<file path="config.mk">
export PLATFORM = sky130hd
export DESIGN_NAME = param_bcd_counter_disp
export DESIGN_NICKNAME = d
export VERILOG_FILES = /design/src/rtl/param_bcd_counter_disp_pkg.sv /design/src/rtl/param_bcd_counter_disp_counter_digit.sv /design/src/rtl/param_bcd_counter_disp.sv
export SDC_FILE = /design/constraint.sdc
export NUM_CORES = 1
export LEC_CHECK = 0
export CAP_MARGIN = 20
export CORE_AREA = 2 2 85 87
export CTS_CLUSTER_DIAMETER = 40
export DETAILED_ROUTE_END_ITERATION = 6
export DIE_AREA = 0 0 87 89
export DONT_BUFFER_PORTS = 1
export HOLD_SLACK_MARGIN = 0.06
export SLEW_MARGIN = 20
export SYNTH_ARGS = -nofsm -noshare
export SYNTH_HDL_FRONTEND = slang
export SYNTH_SLANG_ARGS = --single-unit
</file>
<file path="constraint.sdc">
create_clock -name Clock -period 2.9 [get_ports Clock]
set_clock_uncertainty 0.15 [all_clocks]
set_input_delay 0.145 -clock Clock [delete_from_list [all_inputs] [get_ports Clock]]
set_output_delay 0.145 -clock Clock [all_outputs]
set_load 0.01 [all_outputs]
</file>
<file path="src/rtl/param_bcd_counter_disp_pkg.sv">
// Shared constants for the parametrised BCD/hex counter with 7-segment readout:
// active-low segment glyphs (bit 0 = segment a), the blank pattern and per-digit radix limits.
package param_bcd_counter_disp_pkg;

    localparam logic [3:0] DIG_MAX_BCD = 4'd9;
    localparam logic [3:0] DIG_MAX_HEX = 4'd15;

    localparam logic [6:0] SEG_0     = 7'b1000000;
    localparam logic [6:0] SEG_1     = 7'b1111001;
    localparam logic [6:0] SEG_2     = 7'b0100100;
    localparam logic [6:0] SEG_3     = 7'b0110000;
    localparam logic [6:0] SEG_4     = 7'b0011001;
    localparam logic [6:0] SEG_5     = 7'b0010010;
    localparam logic [6:0] SEG_6     = 7'b0000010;
    localparam logic [6:0] SEG_7     = 7'b1111000;
    localparam logic [6:0] SEG_8     = 7'b0000000;
    localparam logic [6:0] SEG_9     = 7'b0010000;
    localparam logic [6:0] SEG_A     = 7'b0001000;
    localparam logic [6:0] SEG_B     = 7'b0000011;
    localparam logic [6:0] SEG_C     = 7'b1000110;
    localparam logic [6:0] SEG_D     = 7'b0100001;
    localparam logic [6:0] SEG_E     = 7'b0000110;
    localparam logic [6:0] SEG_F     = 7'b0001110;
    localparam logic [6:0] SEG_BLANK = 7'b1111111;

    // Nibble to active-low glyph (0-9, A, b, C, d, E, F).
    function automatic logic [6:0] seg_decode(input logic [3:0] nib);
        logic [6:0] seg;
        case (nib)
            4'd0:    seg = SEG_0;
            4'd1:    seg = SEG_1;
            4'd2:    seg = SEG_2;
            4'd3:    seg = SEG_3;
            4'd4:    seg = SEG_4;
            4'd5:    seg = SEG_5;
            4'd6:    seg = SEG_6;
            4'd7:    seg = SEG_7;
            4'd8:    seg = SEG_8;
            4'd9:    seg = SEG_9;
            4'd10:   seg = SEG_A;
            4'd11:   seg = SEG_B;
            4'd12:   seg = SEG_C;
            4'd13:   seg = SEG_D;
            4'd14:   seg = SEG_E;
            4'd15:   seg = SEG_F;
            default: seg = SEG_BLANK;
        endcase
        return seg;
    endfunction

endpackage

</file>
<file path="src/rtl/param_bcd_counter_disp_counter_digit.sv">
// One 4-bit counter digit: radix limit 9 (BCD) or 15 (hex), clear, load with BCD
// sanitising, up/down stepping when the carry-in enable is set, and an "at limit" flag
// (at the radix limit when counting up, at zero when counting down) for the carry chain.
module counter_digit
    import param_bcd_counter_disp_pkg::*;
#(
    parameter bit BCD = 1'b0
) (
    input  logic       clk,
    input  logic       rst_n,
    input  logic       clear,
    input  logic       load,
    input  logic [3:0] d,
    input  logic       cnt_en,
    input  logic       up,
    output logic [3:0] q,
    output logic       at_limit
);

    localparam logic [3:0] LIM = BCD ? DIG_MAX_BCD : DIG_MAX_HEX;

    logic [3:0] q_r;
    logic [3:0] q_next_s;
    logic [3:0] d_load_s;
    logic       at_limit_s;

    // Out-of-range BCD nibbles load as zero so the digit never holds A-F.
    always_comb begin
        d_load_s = d;
        if (BCD && (d > DIG_MAX_BCD)) begin
            d_load_s = 4'd0;
        end else begin
            d_load_s = d;
        end
    end

    // Next digit value: clear beats load beats count beats hold.
    always_comb begin
        q_next_s = q_r;
        if (clear) begin
            q_next_s = 4'd0;
        end else if (load) begin
            q_next_s = d_load_s;
        end else if (cnt_en) begin
            if (up) begin
                q_next_s = (q_r >= LIM) ? 4'd0 : (q_r + 4'd1);
            end else begin
                q_next_s = (q_r == 4'd0) ? LIM : (q_r - 4'd1);
            end
        end else begin
            q_next_s = q_r;
        end
    end

    // Digit state register.
    always_ff @(posedge clk or negedge rst_n) begin
        if (!rst_n) begin
            q_r <= 4'd0;
        end else begin
            q_r <= q_next_s;
        end
    end

    // Carry/borrow-out: this digit would roll over on the next step in the current direction.
    always_comb begin
        at_limit_s = 1'b0;
        if (up) begin
            at_limit_s = (q_r == LIM);
        end else begin
            at_limit_s = (q_r == 4'd0);
        end
    end

    assign q        = q_r;
    assign at_limit = at_limit_s;

endmodule

</file>
<file path="src/rtl/param_bcd_counter_disp.sv">
// N-digit BCD/hex up/down counter with parallel load, wrap or saturate, terminal-count
// flag and a same-cycle active-low 7-segment readout with optional leading-zero blanking.
module param_bcd_counter_disp
    import param_bcd_counter_disp_pkg::*;
#(
    parameter int DIGITS   = 4,
    parameter int BCD      = 0,
    parameter int SATURATE = 0,
    parameter int BLANK_LZ = 0
) (
    input  logic                  Clock,
    input  logic                  Resetn,
    input  logic                  Enable,
    input  logic                  Up,
    input  logic                  Clear,
    input  logic                  Load,
    input  logic [4*DIGITS-1:0]   D,
    output logic [4*DIGITS-1:0]   Q,
    output logic                  TC,
    output logic [7*DIGITS-1:0]   HEX
);

    logic [DIGITS-1:0]   at_limit_s;
    logic [DIGITS-1:0]   carry_s;
    logic [4*DIGITS-1:0] q_s;
    logic [7*DIGITS-1:0] hex_s;
    logic                all_limit_s;
    logic                sat_hold_s;
    logic                tc_s;

    // Every digit at its limit means Q is at MAX (counting up) or at zero (counting down).
    assign all_limit_s = &at_limit_s;
    assign sat_hold_s  = (SATURATE != 0) && all_limit_s;

    // Carry chain: digit i steps when counting is enabled, not pinned by saturation,
    // and all lower digits are at their limit.
    always_comb begin
        logic acc;
        acc     = Enable & ~sat_hold_s;
        carry_s = '0;
        for (int i = 0; i < DIGITS; i++) begin
            carry_s[i] = acc;
            acc        = acc & at_limit_s[i];
        end
    end

    for (genvar g = 0; g < DIGITS; g++) begin : g_digit
        counter_digit #(
            .BCD (BCD != 0)
        ) u_digit (
            .clk      (Clock),
            .rst_n    (Resetn),
            .clear    (Clear),
            .load     (Load),
            .d        (D[4*g +: 4]),
            .cnt_en   (carry_s[g]),
            .up       (Up),
            .q        (q_s[4*g +: 4]),
            .at_limit (at_limit_s[g])
        );
    end

    // Terminal count: the next enabled step wraps or saturates; forced low while in reset.
    always_comb begin
        tc_s = 1'b0;
        if (Resetn) begin
            tc_s = Enable & all_limit_s;
        end else begin
            tc_s = 1'b0;
        end
    end

    // Segment decode with leading-zero blanking scanned from the most significant digit down.
    always_comb begin
        logic zero_run;
        zero_run = 1'b1;
        hex_s    = '1;
        for (int i = DIGITS - 1; i >= 0; i--) begin
            zero_run = zero_run & (q_s[4*i +: 4] == 4'd0);
            if ((BLANK_LZ != 0) && (i != 0) && zero_run) begin
                hex_s[7*i +: 7] = SEG_BLANK;
            end else begin
                hex_s[7*i +: 7] = seg_decode(q_s[4*i +: 4]);
            end
        end
    end

    assign Q   = q_s;
    assign TC  = tc_s;
    assign HEX = hex_s;

endmodule

</file>
# Word-level counts from Yosys, hierarchy flattened
# Memories as Yosys holds them, arrays and structs flattened.
# Index checks and enable logic that the tools add are counted.
# op_classes
n_addsub,8
n_lt_le_gt_ge,4
n_eq_ne,4
mux,29
n_bitwise,4
n_reduce_logical,9
# op_table
operator,count
$mux 4,24
$add 4x1->4 const B,4
$eq 4x4->1 const B,4
$ge 4x4->1 const B,4
$logic_not 4->1,4
$sub 4x1->4 const B,4
$reduce_bool 3->1,4
$mux 1,5
$and 1x1->1,4
$reduce_and 4->1,1
# word_totals
reg_bits,16
mem_bits_ro,448
word_cells,66
mem_count,4
# mem_list
memory,words,word_bits,read_ports,rd_ports_with_merged_regs,write_ports,line,text
(no name shown),16,7,1,0,0,param_bcd_counter_disp_pkg.sv:29,case (nib)
(no name shown),16,7,1,0,0,param_bcd_counter_disp_pkg.sv:29,
(no name shown),16,7,1,0,0,param_bcd_counter_disp_pkg.sv:29,
(no name shown),16,7,1,0,0,param_bcd_counter_disp_pkg.sv:29,

# Longest topological paths before layout
# logic_depth
ltp_word,8
ltp_mapped,9
depth_no_buf,7

# Hierarchy
# Synthesis repeated with hierarchy kept, for this count alone.
# hier_totals
cells_unflattened,317
area_unflattened_um2,2587.5
# modules_own_cells
module,instances,cells_each,area_per_inst_um2,seq_area_each_um2
counter_digit,4,46,371.6,100.1
param_bcd_counter_disp,1,133,1101.1,0.0

# Worst setup path before layout
# Ideal clock, no wire load.
# synth_path
kind,register to register
start,register g_digit[2].u_digit.q_r[0]
end,register g_digit[3].u_digit.q_r[1]
setup_time_ps,124
t_arrival_ps,2387
t_required_ps,2626
path_slack_ps,240
stages_incl_launch_ff,10
path_buffers,2
synth_period_minus_slack_ps,2660
path_cell_list,dfrtp_1 -> clkbuf_1 -> inv_1 -> ha_1 -> or3b_1 -> o22a_1 -> or3_1 -> buf_6 -> and3_4 -> a211o_1
# synth_via
elab_chain_cells,4
word_cells_on_any_way,5
classes_between,1 x eq/ne; 1 x mux; 1 x bitwise; 2 x reduce/logical
# synth_lines
item,line,text
from (decl),param_bcd_counter_disp_counter_digit.sv:22,logic [3:0] q_r;
from (signal assigned),param_bcd_counter_disp_counter_digit.sv:60,q_r <= q_next_s;
$eq 4x4->1 / $logic_not 4->1 (equally long branches),"param_bcd_counter_disp_counter_digit.sv:68, param_bcd_counter_disp_counter_digit.sv:70",
$mux 1 *,param_bcd_counter_disp_counter_digit.sv:67,if (up) begin
$and 1x1->1 *,param_bcd_counter_disp.sv:43,acc = acc & at_limit_s[i];
$reduce_bool 3->1 (no source line) *,n/a,
to (signal assigned),param_bcd_counter_disp_counter_digit.sv:60,
to (decl),param_bcd_counter_disp_counter_digit.sv:22,
# Every way passes the cells marked *; elsewhere a longest branch is shown, timed or not.
# A chain may end at the register's enable or synchronous reset.

# Worst setup path in the final report
# layout_path
start,register g_digit[0].u_digit.q_r[1]
end,register g_digit[1].u_digit.q_r[3]
# layout_via
elab_chain_cells,4
word_cells_on_any_way,5
classes_between,1 x eq/ne; 1 x mux; 1 x bitwise; 2 x reduce/logical
# layout_lines
item,line
from (decl),param_bcd_counter_disp_counter_digit.sv:22
from (signal assigned),param_bcd_counter_disp_counter_digit.sv:60
$eq 4x4->1 / $logic_not 4->1 (equally long branches),"param_bcd_counter_disp_counter_digit.sv:68, param_bcd_counter_disp_counter_digit.sv:70"
$mux 1 *,param_bcd_counter_disp_counter_digit.sv:67
$and 1x1->1 *,param_bcd_counter_disp.sv:43
$reduce_bool 3->1 (no source line) *,n/a
to (signal assigned),param_bcd_counter_disp_counter_digit.sv:60
to (decl),param_bcd_counter_disp_counter_digit.sv:22
# Marked as above.

==> flow_summary.ini <==
[yosys]
avgSynthCellArea_um2 = 7.325
synth-adder-area-share_pct = 12.97
synth_xor_area_share_pct = 2.649
syn-cell-area_um2 = 2315
yosysSeqAreaShare_pct = 17.30
synth_edf_count = 0
synth_area_leader_cell = dfrtp_1
yosysWarnings = 0
synth_cell_types = 51
synth-simple-area-share_pct = 22.11
synth_compound_area_share_pct = 31.14
synth_nets = 362
synth_common_cells = a21oi_1, nand2_1, o21ai_0
synth_top_family_by_area = compound AO/OA/AOI/OAI gates
netlist_instances = 316
synth_top_area_share_pct = 17.30
synthMuxAreaShare_pct = 5.838
synth_area_leaders = dfrtp_1, ha_1, a21oi_1, o21ai_0, nand2_1
async_reset_ff_share_pct = 100.0
ys_ff_latch = 16
synth.most_common_cell = a21oi_1
synth_top_flop_cell = dfrtp_1

[setup_path]
reg2reg_depth = 9
crit_chain = inv_1 > ha_1 > nor4b_2 > o21ai_2 > buf_4 > a31oi_1 > o21ai_0 > a221oi_1 > dlygate4sd3_1
crit_cells = 9
worstPathMaxFanout = 9
max_stage_delay_ns = 0.58
crit_path_start_kind = flip-flop
worstSetupPathType = reg2reg
crit_path_top_delay_cell = dlygate4sd3_1
crit_buf_inv = 3
required_ns = 2.95
path_delay_family = buffers and inverters
cp-end-kind = flip-flop
critPathArrivalTime_ns = 2.69

[clocking]
cts_sinks = 16
cts_buffer_depth = 2
h-tree-depth = 1
clock_latency_ns = 0.26
cts_tree = done
clkSlewWorstSetupHoldPaths_ns = 0.07
cts-root-buf = clkbuf_8
cts_buffers = 3
cts_resized = 0

[status]
status = finished, final reports clean

[drt]
vias = 2361
firstDrtPassIters = 4
ant_nets = 0
drc_errors = 0
avgViaCountPerCell = 5.689
wl_per_cell_um = 16.02
finalWirelength_um = 6649
drt_iter0_drc = 161

[power_and_ir_drop]
p_per_area_nw_per_um2 = 335.0
vdd_drop_max_v = 0.0001564
p_leak_nw = 1.132

[place]
dpl.cell_count = 388
port-buffer-count = 0
hpwl_um = 4666
place_congestion = 0.8679
post-place-ws_ns = 0.3233

[floorplan]
core-area_um2 = 6719
die_h_um = 89
num_rows = 30
die-area_um2 = 7743
start_util_pct = 34.45
ios = 67
die_width_um = 87

[finish]
insertedDiodeCount = 0
drive_gt1_share_pct = 8.657
fillers = 701
fin_nets = 383
largest_reg_flops = 16
final_cells = 415
syn_to_final_growth_pct = 17.08

[timing]
timing_hold_violations_final = 0
tns_ns = 0
rsz0062_at_grt = false
drv_slew = 0
max_clock_freq_mhz = 377.9
period_needed_ns = 2.646
timing.final.ws_setup_ns = 0.2536
slew_headroom_pct = 45.92
setup_viol = 0
finalCritPeriodShare_pct = 91.26
worst_pin_slew_ns = 0.8085

[min_path]
whs_path_depth = 2
min_path_type = in2reg

[grt]
grt_util_all_layers_pct = 17.20
grt_pass1_vias = 2188
grt_overflow = 0
grt_start_max_net_pins = 29
antenna_found_initial = 0
grt_pass1_wl_um = 10930

[flow_run]
max-cap-violations = 0
## cells by family after synthesis
group / count (synthesis)
AOI/OAI and AO/OA: 114
xor gates and xnor gates: 7
adders and majority gates: 24
buffers and inverters: 43
DFF: 16
muxes: 11
and+or+nand+nor: 101
## layout by cell type, fill, tap and decap left out, types with 3 or more instances in the layout
cell type      instances
xor2_1                 4
o31ai_1                5
ha_1                  24
o21bai_1               3
o21a_1                 4
o211ai_1               3
o21ai_0               25
and2_1                 4
clkbuf_8               3
a21oi_1               35
dfrtp_1               16
nor3_1                 7
a211oi_1               9
nor2_1                24
xnor2_1                3
nand2_1               27
buf_4                 18
a31oi_1                6
nand3_1               10
a22o_1                 6
nor2b_1               10
inv_1                 17
mux2i_1                9
dlygate4sd3_1         24
nand2b_1               3
nand3b_1               3
## metrics by stage
step	util, %	hold WS (ns)	instance area (um2)	power [mW]
6_report	40.34	0.06649	2710	0.9078
5_1_grt	40.34	0.08012	2710	0.9807
4_1_cts	40.34	0.06428	2710	0.9097
3_5_place_dp	36.15	-0.2999	2429	0.6905
3_3_place_gp	36.15	-0.2998	2429	0.6863
2_1_floorplan	-	-0.3006	2315	0.6137
## cell type report
type                    count  area (um2)  area share, %
multi-input cells         257        1729          63.80
inverters                  17       63.81          2.355
clock buffers               3       41.29          1.524
well taps                  80       100.1          3.693
flip-flops and latches     16       400.4          14.77
repair buffers             42       375.4          13.85
## path summary, 6_finish.rpt
path / from / to / slack (ns)
worst max register to register: g_digit[0].u_digit.q[1]$_DFFE_PN0P_ / g_digit[1].u_digit.q[3]$_DFFE_PN0P_ / 0.25
worst min register to register: g_digit[2].u_digit.q[1]$_DFFE_PN0P_ / g_digit[2].u_digit.q[1]$_DFFE_PN0P_ / 0.54
worst min-delay path: Load / g_digit[2].u_digit.q[0]$_DFFE_PN0P_ / 0.07
worst max-delay path: g_digit[0].u_digit.q[1]$_DFFE_PN0P_ / g_digit[1].u_digit.q[3]$_DFFE_PN0P_ / 0.25
min in group asynchronous: Resetn / g_digit[2].u_digit.q[3]$_DFFE_PN0P_ / 0.27
max in group asynchronous: Resetn / g_digit[0].u_digit.q[1]$_DFFE_PN0P_ / 1.83
## layer usage
metal / global-route usage [%] / vias to the layer above / part of all wire (%)
met5: 0 / - / 0
met4: 2.983 / 0 / 0.69
met3: 3.232 / 7 / 6.7
met2: 29.08 / 70 / 47
met1: 23.17 / 1106 / 46
li1: - / 1178 / -
## report_power, final
group	switching [mW]	internal, mW	leakage [nW]
combinational	0.285	0.189	0.902
clock	0.0847	0.0925	0.0216
sequential	0.0154	0.241	0.209
total	0.385	0.523	1.13
## worst reg2reg max path, stage by stage, from the launching register on
cell           delay [ns]
dfrtp_1              0.46
inv_1                0.13
ha_1                 0.25
nor4b_2              0.26
o21ai_2              0.09
buf_4                0.17
a31oi_1              0.13
o21ai_0              0.11
a221oi_1             0.24
dlygate4sd3_1        0.58
## repair_timing
item,4_1_cts,5_1_grt
endpoints found under the hold margin,32,0
hold buffers,24,0
buffers inserted,0,0
No activity file was read; power rests on OpenSTA's default activity.
